===== config.mk =====
export PLATFORM = sky130hd
export DESIGN_NAME = tip_hello_reset_sequencer
export DESIGN_NICKNAME = d
export VERILOG_FILES = /design/src/rtl/tip_hello_reset_pkg.sv /design/src/rtl/tip_hello_sync_2ff.sv /design/src/rtl/tip_hello_reset_sequencer.sv
export SDC_FILE = /design/constraint.sdc
export NUM_CORES = 1
export LEC_CHECK = 0
export CAP_MARGIN = 20
export CORE_UTILIZATION = 59
export DETAILED_ROUTE_END_ITERATION = 10
export PLACE_DENSITY = 0.83
export REMOVE_ABC_BUFFERS = 1
export SLEW_MARGIN = 20
export SYNTH_ARGS = -nofsm -noshare
export SYNTH_HDL_FRONTEND = slang
export SYNTH_SLANG_ARGS = --single-unit

===== constraint.sdc =====
create_clock -name clk_i -period 3.85 [get_ports clk_i]
set_clock_uncertainty 0.2 [all_clocks]
set_input_delay 0.385 -clock clk_i [delete_from_list [all_inputs] [get_ports clk_i]]
set_output_delay 0.385 -clock clk_i [all_outputs]
set_load 0.02 [all_outputs]

===== src/rtl/tip_hello_reset_pkg.sv =====
// Shared state encoding and widths for the TIP_HELLO reset sequencer.
package tip_hello_reset_pkg;

    typedef enum logic [2:0] {
        StPllRst   = 3'd0,
        StWaitLock = 3'd1,
        StRelSys   = 3'd2,
        StRelDram  = 3'd3,
        StRun      = 3'd4
    } seq_state_e;

    localparam int unsigned RetryWidth = 4;
    localparam logic [RetryWidth-1:0] RetryMax = '1;

endpackage


===== src/rtl/tip_hello_sync_2ff.sv =====
// Two-flop synchronizer with synchronous active-low reset to 0.
module tip_hello_sync_2ff (
    input  logic clk_i,
    input  logic rstnn_i,
    input  logic d_i,
    output logic q_o
);

    logic [1:0] sync_q;

    always_ff @(posedge clk_i) begin
        if (!rstnn_i) begin
            sync_q <= '0;
        end else begin
            sync_q <= {sync_q[0], d_i};
        end
    end

    assign q_o = sync_q[1];

endmodule


===== src/rtl/tip_hello_reset_sequencer.sv =====
// PLL reset / lock qualification / ordered reset release for the TIP_HELLO clock stage.
// Optional lock timeout and retry counting under `TIP_HELLO_RESET_SEQ_TIMEOUT_EN.
module tip_hello_reset_sequencer
    import tip_hello_reset_pkg::*;
#(
    parameter int unsigned PLL_RST_CYCLES      = 8,
    parameter int unsigned LOCK_STABLE_CYCLES  = 1024,
    parameter int unsigned DRAM_DELAY_CYCLES   = 16,
    parameter int unsigned LOCK_TIMEOUT_CYCLES = 65536,
    parameter int unsigned CNT_WIDTH           = 17
) (
    input  logic                  clk_i,
    input  logic                  rstnn_i,
    input  logic                  pll_locked_i,
    input  logic                  dram_present_i,
    input  logic                  sw_reset_req_i,
    input  logic                  lock_lost_clr_i,
    output logic                  pll_reset_o,
    output logic                  rstnn_system_o,
    output logic                  rstnn_dram_o,
    output logic                  seq_done_o,
    output logic                  lock_lost_o,
    output logic [RetryWidth-1:0] retry_count_o
);

    if ((((PLL_RST_CYCLES | LOCK_STABLE_CYCLES | DRAM_DELAY_CYCLES | LOCK_TIMEOUT_CYCLES)
          >> CNT_WIDTH) != 0) || (PLL_RST_CYCLES == 0) || (LOCK_STABLE_CYCLES == 0) ||
        (DRAM_DELAY_CYCLES == 0)) begin : gen_param_chk
        $error("tip_hello_reset_sequencer: cycle parameters out of range for CNT_WIDTH");
    end

    localparam logic [CNT_WIDTH-1:0] PllLast    = CNT_WIDTH'(PLL_RST_CYCLES - 1);
    localparam logic [CNT_WIDTH-1:0] StableLast = CNT_WIDTH'(LOCK_STABLE_CYCLES - 1);
    localparam logic [CNT_WIDTH-1:0] DramLast   = CNT_WIDTH'(DRAM_DELAY_CYCLES - 1);

    logic                 locked_s;
    seq_state_e           state_q, state_d;
    logic [CNT_WIDTH-1:0] cnt_q, cnt_d;
    logic                 set_lost;
    logic                 pll_reset_q, rstnn_system_q, rstnn_dram_q, seq_done_q, lock_lost_q;

`ifdef TIP_HELLO_RESET_SEQ_TIMEOUT_EN
    localparam logic [CNT_WIDTH-1:0] TimeoutLast = CNT_WIDTH'(LOCK_TIMEOUT_CYCLES - 1);
    logic [CNT_WIDTH-1:0]  tcnt_q, tcnt_d;
    logic                  timeout;
    logic [RetryWidth-1:0] retry_q;
`endif

    tip_hello_sync_2ff u_lock_sync (
        .clk_i   (clk_i),
        .rstnn_i (rstnn_i),
        .d_i     (pll_locked_i),
        .q_o     (locked_s)
    );

    always_comb begin
        state_d  = state_q;
        cnt_d    = cnt_q + CNT_WIDTH'(1);
        set_lost = 1'b0;
        unique case (state_q)
            StPllRst: begin
                if (cnt_q == PllLast) state_d = StWaitLock;
            end
            StWaitLock: begin
                if (!locked_s) begin
                    cnt_d = '0;
                end else if (cnt_q == StableLast) begin
                    state_d = StRelSys;
                end
            end
            StRelSys: begin
                if (!locked_s) begin
                    state_d = StPllRst;
                end else if (cnt_q == DramLast) begin
                    state_d = dram_present_i ? StRelDram : StRun;
                end
            end
            StRelDram: begin
                state_d = locked_s ? StRun : StPllRst;
            end
            StRun: begin
                cnt_d = '0;
                // Lock loss dominates a coincident software request so it is still flagged.
                if (!locked_s) begin
                    state_d  = StPllRst;
                    set_lost = 1'b1;
                end else if (sw_reset_req_i) begin
                    state_d = StPllRst;
                end
            end
            default: state_d = StPllRst;
        endcase
`ifdef TIP_HELLO_RESET_SEQ_TIMEOUT_EN
        // A release in the final timeout cycle wins over the retry.
        timeout = (state_q == StWaitLock) && (state_d == StWaitLock) && (tcnt_q == TimeoutLast);
        if (timeout) state_d = StPllRst;
        tcnt_d = ((state_q == StWaitLock) && (state_d == StWaitLock)) ?
                 tcnt_q + CNT_WIDTH'(1) : '0;
`endif
        if (state_d != state_q) cnt_d = '0;
    end

    // Outputs are decoded from the next state so they change in the same cycle as the state.
    always_ff @(posedge clk_i) begin
        if (!rstnn_i) begin
            state_q        <= StPllRst;
            cnt_q          <= '0;
            pll_reset_q    <= 1'b1;
            rstnn_system_q <= 1'b0;
            rstnn_dram_q   <= 1'b0;
            seq_done_q     <= 1'b0;
            lock_lost_q    <= 1'b0;
`ifdef TIP_HELLO_RESET_SEQ_TIMEOUT_EN
            tcnt_q         <= '0;
            retry_q        <= '0;
`endif
        end else begin
            state_q        <= state_d;
            cnt_q          <= cnt_d;
            pll_reset_q    <= (state_d == StPllRst);
            rstnn_system_q <= state_d inside {StRelSys, StRelDram, StRun};
            rstnn_dram_q   <= dram_present_i && (state_d inside {StRelDram, StRun});
            seq_done_q     <= (state_d == StRun);
            lock_lost_q    <= set_lost | (lock_lost_q & ~lock_lost_clr_i);
`ifdef TIP_HELLO_RESET_SEQ_TIMEOUT_EN
            tcnt_q         <= tcnt_d;
            if (timeout && (retry_q != RetryMax)) retry_q <= retry_q + RetryWidth'(1);
`endif
        end
    end

    assign pll_reset_o    = pll_reset_q;
    assign rstnn_system_o = rstnn_system_q;
    assign rstnn_dram_o   = rstnn_dram_q;
    assign seq_done_o     = seq_done_q;
    assign lock_lost_o    = lock_lost_q;
`ifdef TIP_HELLO_RESET_SEQ_TIMEOUT_EN
    assign retry_count_o  = retry_q;
`else
    assign retry_count_o  = '0;
`endif

endmodule

**Word-level counts from Yosys, hierarchy flattened**

Cells that the tools add are included.

- Register bits: 27
- Output and inout bits: 9

- $add $sub $neg: 1
- Eq/ne operators: 11
- Muxes and demuxes: 14
- Bitwise logic cells: 4
- Reduce and logical (&&, ||, !) cells: 6

Operators with widths:

| cell | count |
|---|---|
| 17-bit one-hot mux with 2 select lines | 1 |
| 3-bit 2-to-1 mux | 9 |
| 17-bit by 1-bit adder with 17-bit output, second input constant | 1 |
| 17-bit by 10-bit == test with 1-bit output, second input constant | 1 |
| 17-bit by 3-bit == test with 1-bit output, second input constant | 1 |
| 17-bit by 4-bit == test with 1-bit output, second input constant | 1 |
| 17-bit 2-to-1 mux | 1 |
| 3-bit one-hot mux with 5 select lines | 1 |
| 3-bit by 2-bit == test with 1-bit output, second input constant | 4 |
| 3-bit == test, second input constant | 2 |
| 3-bit logical NOT | 2 |
| 3-bit by 1-bit == test with 1-bit output, second input constant | 1 |
| 3-bit inequality test | 1 |
| 3-bit nonzero test | 1 |
| 1-bit 2-to-1 mux | 2 |
| 1-bit NOT | 2 |
| 2-bit nonzero test | 1 |
| 2-bit OR reduction | 1 |
| 1-bit bitwise AND | 1 |
| 1-bit logical AND | 1 |
| 1-bit OR | 1 |

**Logic depth before layout (Yosys ltp)**

- Depth after elaboration: 7
- Mapped depth: 6
- Depth with buffers taken out: 5

**Modules after synthesis**

From an unflattened synthesis, not the netlist that was laid out.

- Cell total of the unflattened synthesis: 141
- Area total of the unflattened synthesis: 1,263.7 um^2

By module, submodules not included:

| module | times used | cells each | area each (um^2) | seq. area each (um^2) |
|---|---|---|---|---|
| tip_hello_reset_sequencer | 1 | 137 | 1,211.2 | 500.5 |
| tip_hello_sync_2ff | 1 | 4 | 52.6 | 40.0 |

**Least setup slack after synthesis**

No wires, ideal clock.

- Kind: flip-flop to flip-flop
- Start: register cnt_q[0]
- End: register cnt_q[1]
- Arrival: 1.485 ns
- Data required time: 3.525 ns
- Slack: 2.039 ns
- Stages on the path, launching flop included: 7
- Buffers on the path: 1
- Period minus slack after synthesis: 1.811 ns
- Cell sequence: dfxtp_1 > ha_1 > and3_1 > nand4_2 > o21ai_2 > buf_4 > nor3_1

- Cells in the longest elaborated chain, start to end: 6
- Elaborated cells on any way between the ends: 14
- Classes of those cells: 1 x add/sub; 4 x eq/ne; 8 x mux; 1 x reduce/logical

Ends and longest elaborated chain:

| element | RTL line | text |
|---|---|---|
| from (decl) | tip_hello_reset_sequencer.sv:38 | `logic [CNT_WIDTH-1:0] cnt_q, cnt_d;` |
| from (signal assigned) | tip_hello_reset_sequencer.sv:119 | `cnt_q <= cnt_d;` |
| 17-bit by 4-bit == test with 1-bit output / 17-bit by 10-bit == test with 1-bit output (equally long branches) | tip_hello_reset_sequencer.sv:74, tip_hello_reset_sequencer.sv:67 |  |
| 3-bit 2-to-1 mux (on tied branches) | tip_hello_reset_sequencer.sv:74, tip_hello_reset_sequencer.sv:67 |  |
| 3-bit 2-to-1 mux (on tied branches) | tip_hello_reset_sequencer.sv:72, tip_hello_reset_sequencer.sv:65 |  |
| 3-bit one-hot mux with 5 select lines | tip_hello_reset_sequencer.sv:60 | `unique case (state_q)` |
| 3-bit inequality test | tip_hello_reset_sequencer.sv:100 | `if (state_d != state_q) cnt_d = '0;` |
| 2-bit OR reduction (no line) | -- |  |

Several ways; a longest one is shown, not always the timed one.
A chain may end at the register's enable or synchronous reset.

**Worst setup path after layout**

- Start: register cnt_q[0]
- End: register cnt_q[3]

Same word-level chain as after synthesis.

==> results by group <==
Logic synthesis
  – Seq/Total Area, Yosys: 39.5%
  – Yosys top cell by area: dfxtp_1
  – FF+latch count, synth: 27
  – YS warnings: 0
  – Top cell type's share of synthesized area: 39.5%
  – Main synth FF type: dfxtp_1
  – Post-synth EDFFs: 0
  – Unique masters post-synth: 53
  – Post-Syn Instances: 148
  – Avg Inst Size Synth: 9.25 sq um
  – Top cells by area, synth: dfxtp_1, xnor2_1, xor2_1
  – Cell Area, Synth: 1370 sq um
  – Asr flop ratio synth: 0%

Global routing
  – Vias in the first global route: 1025
  – Initial antenna violation count: 0
  – GR Overflow Total: 0
  – Largest net degree at the start of global routing: 18
  – Gr usage total: 23.0%
  – First-pass GRT wire length: 4360 um

Die
  – Die height: 50.2 um
  – Rows: 17
  – Die width: 50.2 um
  – Initial core utilization: 62.5%
  – IO Pins: 15
  – Die area: 2520 sq um
  – Core Area: 2190 sq um

Detailed routing
  – Routed met2 length: 1270 um
  – Met3 routed WL: 90 um
  – Routed vias: 1107
  – DR vias/cell: 6.05
  – Top Metal Used: met4
  – Final ANT Viol Nets: 0
  – Initial DRC Count: 22
  – Avg WL per Cell: 14.2 um
  – DRT Pass-1 Iters: 4
  – M1 wire length: 1190 um
  – Drc violations: 0
  – DRT Wirelength: 2590 um

Setup path
  – CP Data Arrival Time: 2.18 ns
  – Crit. End Element: register
  – Worst path required time: 3.86 ns
  – Critical path launch point type: register
  – FF-to-FF path depth: 5
  – Crit-path max FO: 17
  – Flop-to-flop setup slack: 1.68 ns
  – Crit Path Category: register to register

Layout
  – N_diodes: 0
  – Area grow syn2layout: 8.59%
  – Filler cells: 172
  – Commonest non-fill, non-tap cells in the layout: dfxtp_1, nor2_1, clkdlybuf4s50_1, nor3_1
  – Final net count: 163
  – Most common cell after layout, fill and taps aside: dfxtp_1
  – Layout cells sized above 1: 10.3%

Clocking
  – Clk root buf: clkbuf_4
  – Cts hold-fix bufs: 0
  – Setup bufs post-CTS: 0
  – Clock Latency Late Sink: 0.33 ns
  – CTS HTree Levels: 1
  – Clock transition at the registers of the reported paths: 0.14 ns
  – CTS tree: yes
  – Resize count post-CTS: 0
  – Total clock sinks: 27
  – Num CTS Buffers: 3
  – Clk buf depth: 2

Timing
  – Worst-margin pin slew: 0.714 ns
  – Pins over their slew limit: 0
  – Minimum clock period: 2.17 ns
  – Fin Setup TNS: 0 ns
  – Final setup fails: 0
  – Slew headroom: 52.4%
  – Final hold vios: 0
  – Fmax achieved: 0.460 GHz
  – Hold WS: 0.250 ns
  – RSZ-0062 raised after global routing: false
  – Final cycle utilization of the critical path: 56.5%

Pwr
  – Leak Pwr: 0.000517 uW
  – P_int: 333 uW
  – Sw frac: 23.0%
  – Switching pwr: 99.4 uW
  – Sequential share of power: 66.3%
  – Max VDD drop: 0.228 mV
  – Clk pwr share: 28.1%
  – Pwr/cell area: 291 nW/um^2
  – Comb pwr share: 5.5%

Worst hold path
  – Hold Crit Class: register to register
  – WHS Path Cells: 1

Placement
  – Routability cong.: 0.877
  – PortBufs: 10
  – DP HPWL: 1970 um

Run
  – Max-cap viol count: 0

Outcome
  – Status: completed
## cell families after synthesis
kind of cell | after synthesis | synth area share (%)
simple gates | 68 | 31.4
buf+inv | 15 | 5.49
compound gates | 24 | 14.7
xor+xnor | 12 | 7.68
flops | 27 | 39.5
fa+ha+maj | 1 | 0.914
other cells | 1 | 0.274
## sequential cells by signal, indices dropped and copies added, names as in the netlist
signal / flops
lock_lost_o: 1
u_lock_sync.sync_q: 2
cnt_q: 17
rstnn_system_o: 1
state_q: 3
rstnn_dram_o: 1
pll_reset_o: 1
seq_done_o: 1
## critical path, cell delays in order (launching register included)
cell	delay (ns)
dfxtp_1	0.38
ha_1	0.22
and3_1	0.27
nand4_2	0.20
o21ai_2	0.64
nor3_1	0.14
## per-stage QoR
| step | util (%) | power (uW) | cells | setup WS [ns] | area [sq um] |
|---|---|---|---|---|---|
| finish | 67.8 | 432 | 183 | 1.68 | 1490 |
| global route | 67.8 | 448 | 183 | 1.48 | 1490 |
| CTS | 67.8 | 435 | 183 | 1.67 | 1490 |
| detailed placement | 66.6 | 317 | 179 | 1.68 | 1460 |
| global placement | 66.6 | 316 | 179 | 1.73 | 1460 |
| floorplan | - | 306 | 141 | 1.99 | 1320 |
## synthesized netlist by cell type, types with 2 or more instances
library cell and instances:
dfxtp_1 27, o21ai_0 2, a21oi_1 2, nand2_1 6
and4_1 2, buf_4 5, and3_1 3, xor2_1 6
clkbuf_1 5, inv_1 5, nand3_1 6, nand4_1 6
xnor2_1 6, nor3_1 8, nor2_1 11, nor4_1 3
and2_1 6, o31ai_1 3, o211a_1 2
## metal layers
| metal | track usage, % | vias to the layer above |
|---|---|---|
| li1 | - | 549 |
| met1 | 29.1 | 526 |
| met2 | 38.0 | 27 |
| met3 | 4.24 | 5 |
| met5 | 0 | - |
| met4 | 10.0 | 0 |
## area by class of cell
class                           count  area, sq um  share of cell area, %
Timing Repair Buffer               10          100                   6.73
Tap cell                           28         35.0                   2.36
Multi-Input combinational cell    109          764                   51.4
Clock buffer                        3         22.5                   1.52
Inverter                            5         18.8                   1.26
Clock inverter                      1         5.00                  0.337
Sequential cell                    27          541                   36.4
## path summary, 6_finish.rpt
kind,start,to
setup / recovery,cnt_q[0]$_SDFF_PP0_,cnt_q[3]$_SDFF_PP0_
hold / removal,u_lock_sync.sync_q[0]$_SDFF_PN0_,u_lock_sync.sync_q[1]$_SDFF_PN0_
hold reg to reg,u_lock_sync.sync_q[0]$_SDFF_PN0_,u_lock_sync.sync_q[1]$_SDFF_PN0_
setup reg to reg,cnt_q[0]$_SDFF_PP0_,cnt_q[3]$_SDFF_PP0_
## power groups by stage
stage	clock (uW)	combinational (uW)	sequential, uW
floorplan	0	14.5	292
global placement	0	23.1	292
detailed placement	0	24.0	293
CTS	124	24.1	287
global route	134	27.2	287
finish	122	24.0	287
(Power assumes the default switching activity.)
==> patch 1: new RTL, same settings <==
Set the parameter `PLL_RST_CYCLES` to 6 (it was 8).
--- a/src/rtl/tip_hello_reset_sequencer.sv
+++ b/src/rtl/tip_hello_reset_sequencer.sv
@@ -3,7 +3,7 @@
 module tip_hello_reset_sequencer
     import tip_hello_reset_pkg::*;
 #(
-    parameter int unsigned PLL_RST_CYCLES      = 8,
+    parameter int unsigned PLL_RST_CYCLES      = 6,
     parameter int unsigned LOCK_STABLE_CYCLES  = 1024,
     parameter int unsigned DRAM_DELAY_CYCLES   = 16,
     parameter int unsigned LOCK_TIMEOUT_CYCLES = 65536,
Behaviour: not the same (Yosys sat finds a counterexample within 10 cycles, from zero or initial values and one cycle with rstnn_i low).
==> patch 1 against the original RTL <==
Power increased by 4.4%. Routed wire length fell by 6.2%. Clock power decreased by 3%. Synthesized cell count is 1.4% lower. Utilization grew 0.23 points. Synthesized area down 0.18%. Setup slack got worse by 0.38 ns. Via count shrank 4.9%. Global-route usage is 0.86 points lower. Final area up 0.34%. First-iteration DRC count decreased by 32%. Sequential cell count unchanged. Critical path type unchanged.
==> patch 1: results (changes against the original RTL) <==
status: "complete, no violations"
reg2reg_depth: 6  # +1
ys_seq_area_share_pct: 39.6  # +0.072 points
grt_pass1_vias: 958  # -6.5%
gp_congestion: 0.866  # -1.2%
holdWs_ns: 0.268  # +0.0173 ns
r2r_setup_slack_ns: 1.30  # -0.38 ns
synth_area_leaders: "dfxtp_1 (40%), xnor2_1 (7.7%), nor2_2 (4.6%)"
grt_pass1_wl_um: 4240  # -2.8%
grt_use_total_pct: 22.2  # -0.86 points
ys_types: 46  # -13%
cp.arrival_ns: 2.55  # +0.37 ns
dp.cells: 181  # +1.1%
met3_usage_pct: 5.56  # +1.3 points
grtUsageMet1_pct: 28.6  # -0.52 points
synth_common_cells: "dfxtp_1 (27), nor2_1 (14), xnor2_1 (12)"
p_leak_nw: 0.528  # +2.1%
tightest_slew_ns: 0.643  # -0.0706 ns
avgSynthCellArea_um2: 9.36  # +1.2%
synth-xor-area-share_pct: 9.62  # +1.9 points
regToRegEndpoint: "cnt_q[6]"
grt.met2_usage_pct: 36.2  # -1.8 points
drive_above_1_share_pct: 15.3  # +5.0 points
final_nets: 166  # +1.8%
postPlaceCellArea_mm2: 0.00146  # +0.34%
drt_iter0_drc: 15  # -32%
area_growth_pct: 9.16
dpl.hpwl_um: 1890  # -4.2%
hp-class: "reg2reg"
yosys.area_share.adder_pct: 1.83  # +0.92 points
==> patch 1: critical path: stages, from the launching register on <==
cell,delay [ns]
dfxtp_1,0.44
ha_1,0.25
nand3_1,0.28
nor4_4,0.40
a21boi_1,0.19
o221ai_4,0.56
nor2_1,0.11
==> patch 1: report_power, final <==
group	switching, W	internal (W)	leakage, nW	total (W)
clock	0.0000791	0.0000389	0.0177	0.000118
combinational	0.0000229	0.0000171	0.292	0.0000400
sequential	0.00000724	0.000286	0.219	0.000293
==> patch 1: area by class of cell <==
| type | instances | share of cell area [%] |
|---|---|---|
| multi-input cells | 110 | 51.3 |
| clock inverters | 1 | 0.336 |
| flip-flops and latches | 27 | 36.2 |
| well taps | 28 | 2.35 |
| inverters | 6 | 1.51 |
| clock buffers | 3 | 1.51 |
| repair buffers | 10 | 6.71 |
==> patch 1: per-layer routing <==
layer,up-vias,wire length [um]
li1,534,-
met1,500,1130
met4,0,16
met3,2,80
met2,17,1200
met5,-,0
==> patch 2: new RTL, same flow settings <==
Made on the original files. Make the reset (`rstnn_i`) asynchronous in 2 clocked blocks. Comments in the files are not updated.
--- a/src/rtl/tip_hello_sync_2ff.sv
+++ b/src/rtl/tip_hello_sync_2ff.sv
@@ -8,7 +8,7 @@
 
     logic [1:0] sync_q;
 
-    always_ff @(posedge clk_i) begin
+    always_ff @(posedge clk_i or negedge rstnn_i) begin
         if (!rstnn_i) begin
             sync_q <= '0;
         end else begin
--- a/src/rtl/tip_hello_reset_sequencer.sv
+++ b/src/rtl/tip_hello_reset_sequencer.sv
@@ -101,7 +101,7 @@
     end
 
     // Outputs are decoded from the next state so they change in the same cycle as the state.
-    always_ff @(posedge clk_i) begin
+    always_ff @(posedge clk_i or negedge rstnn_i) begin
         if (!rstnn_i) begin
             state_q        <= StPllRst;
             cnt_q          <= '0;
Check against the original RTL: differs if rstnn_i is asserted again (counterexample within 10 cycles, from zero or initial values and one cycle with rstnn_i low); with rstnn_i held inactive, the same outputs for 10 cycles.
==> patch 2 against the original RTL <==
Setup slack lost 0.23 ns. Sequential cell count is the same. Count of clock-buffer cells in the layout is the same. Final area grew 12%. Sequential power grew 2%. Routed wire length grew 21%. Largest cell class unchanged. Synthesized area grew 12%. Power grew 2.4%.
==> patch 2: results (changes against the original RTL) <==
synth_area_leaders: "dfrtp_1 (42%), xnor2_1 (5.7%), a211oi_1 (3.9%)"
grt_start_max_net_pins: 28  # +10
avgSynthCellArea_um2: 10.7  # +16%
met3_usage_pct: 3.74  # -0.51 points
synth_compound_area_share_pct: 18.6  # +3.9 points
r2r_setup_slack_ns: 1.45  # -0.23 ns
layout.nonclk_buf_share_pct: 6.48  # -0.25 points
nFlopsAndLatches: 27  # unchanged
status: "complete, no violations"
sw_frac_of_total_pct: 24.2  # +1.2 points
gp_congestion: 0.865  # -1.4%
timing.final.crit_share_pct: 62.5  # +6.0 points
final_util_pct: 67.0  # -0.83 points
slew-limit-headroom_pct: 47.6  # -4.8 points
met3_length_um: 119  # +32%
multi_input_cells: 103  # -5.5%
ys_types: 40  # -25%
async_flop_share_pct: 100  # +100 points
multi_input_comb_area_um2: 792  # +3.6%
wire_per_inst_um: 17.5  # +23%
p_leak_nw: 0.625  # +21%
cellPowerDensity_mw_per_mm2: 266  # -8.4%
grtUsageMet1_pct: 33.0  # +3.9 points
postPlaceCellArea_mm2: 0.00163  # +12%
grt_pass1_wl_um: 5060  # +16%
n_all_buffers: 11  # +1
cp.arrival_ns: 2.38  # +0.20 ns
wl_met2_um: 1610  # +26%
vias: 1185  # +7.0%
grt_use_total_pct: 25.4  # +2.3 points
ys_seq_area_share_pct: 44.1  # +4.6 points
synth_common_cells: "dfrtp_1 (26), xnor2_1 (10), a21oi_1 (9)"
met1_length_um: 1380  # +16%
-- patch 2: path summary, 6_finish.rpt --
| check | from | endpoint | cells after the start |
|---|---|---|---|
| worst min-delay path | u_lock_sync.sync_q[0] | u_lock_sync.sync_q[1] | 0 |
| worst max-delay path | cnt_q[12] | cnt_q[7] | 4 |
| worst max register to register | cnt_q[12] | cnt_q[7] | 4 |
| worst min register to register | u_lock_sync.sync_q[0] | u_lock_sync.sync_q[1] | 0 |
| max in group asynchronous | rstnn_i | pll_reset_o | 2 |
| min in group asynchronous | rstnn_i | rstnn_system_o | 2 |
-- patch 2: metrics by stage --
stage,instances,hold slack [ns]
floorplan,135,-0.111
global placement,176,0.133
detailed placement,176,0.140
CTS,180,0.173
global route,180,0.185
finish,180,0.173
-- patch 2: critical path, stage by stage (launching register included) --
cell and delay (ns):
dfrtp_1 0.46, nor4_4 0.47, nand4_4 0.21, o311ai_4 0.74
a211oi_1 0.17
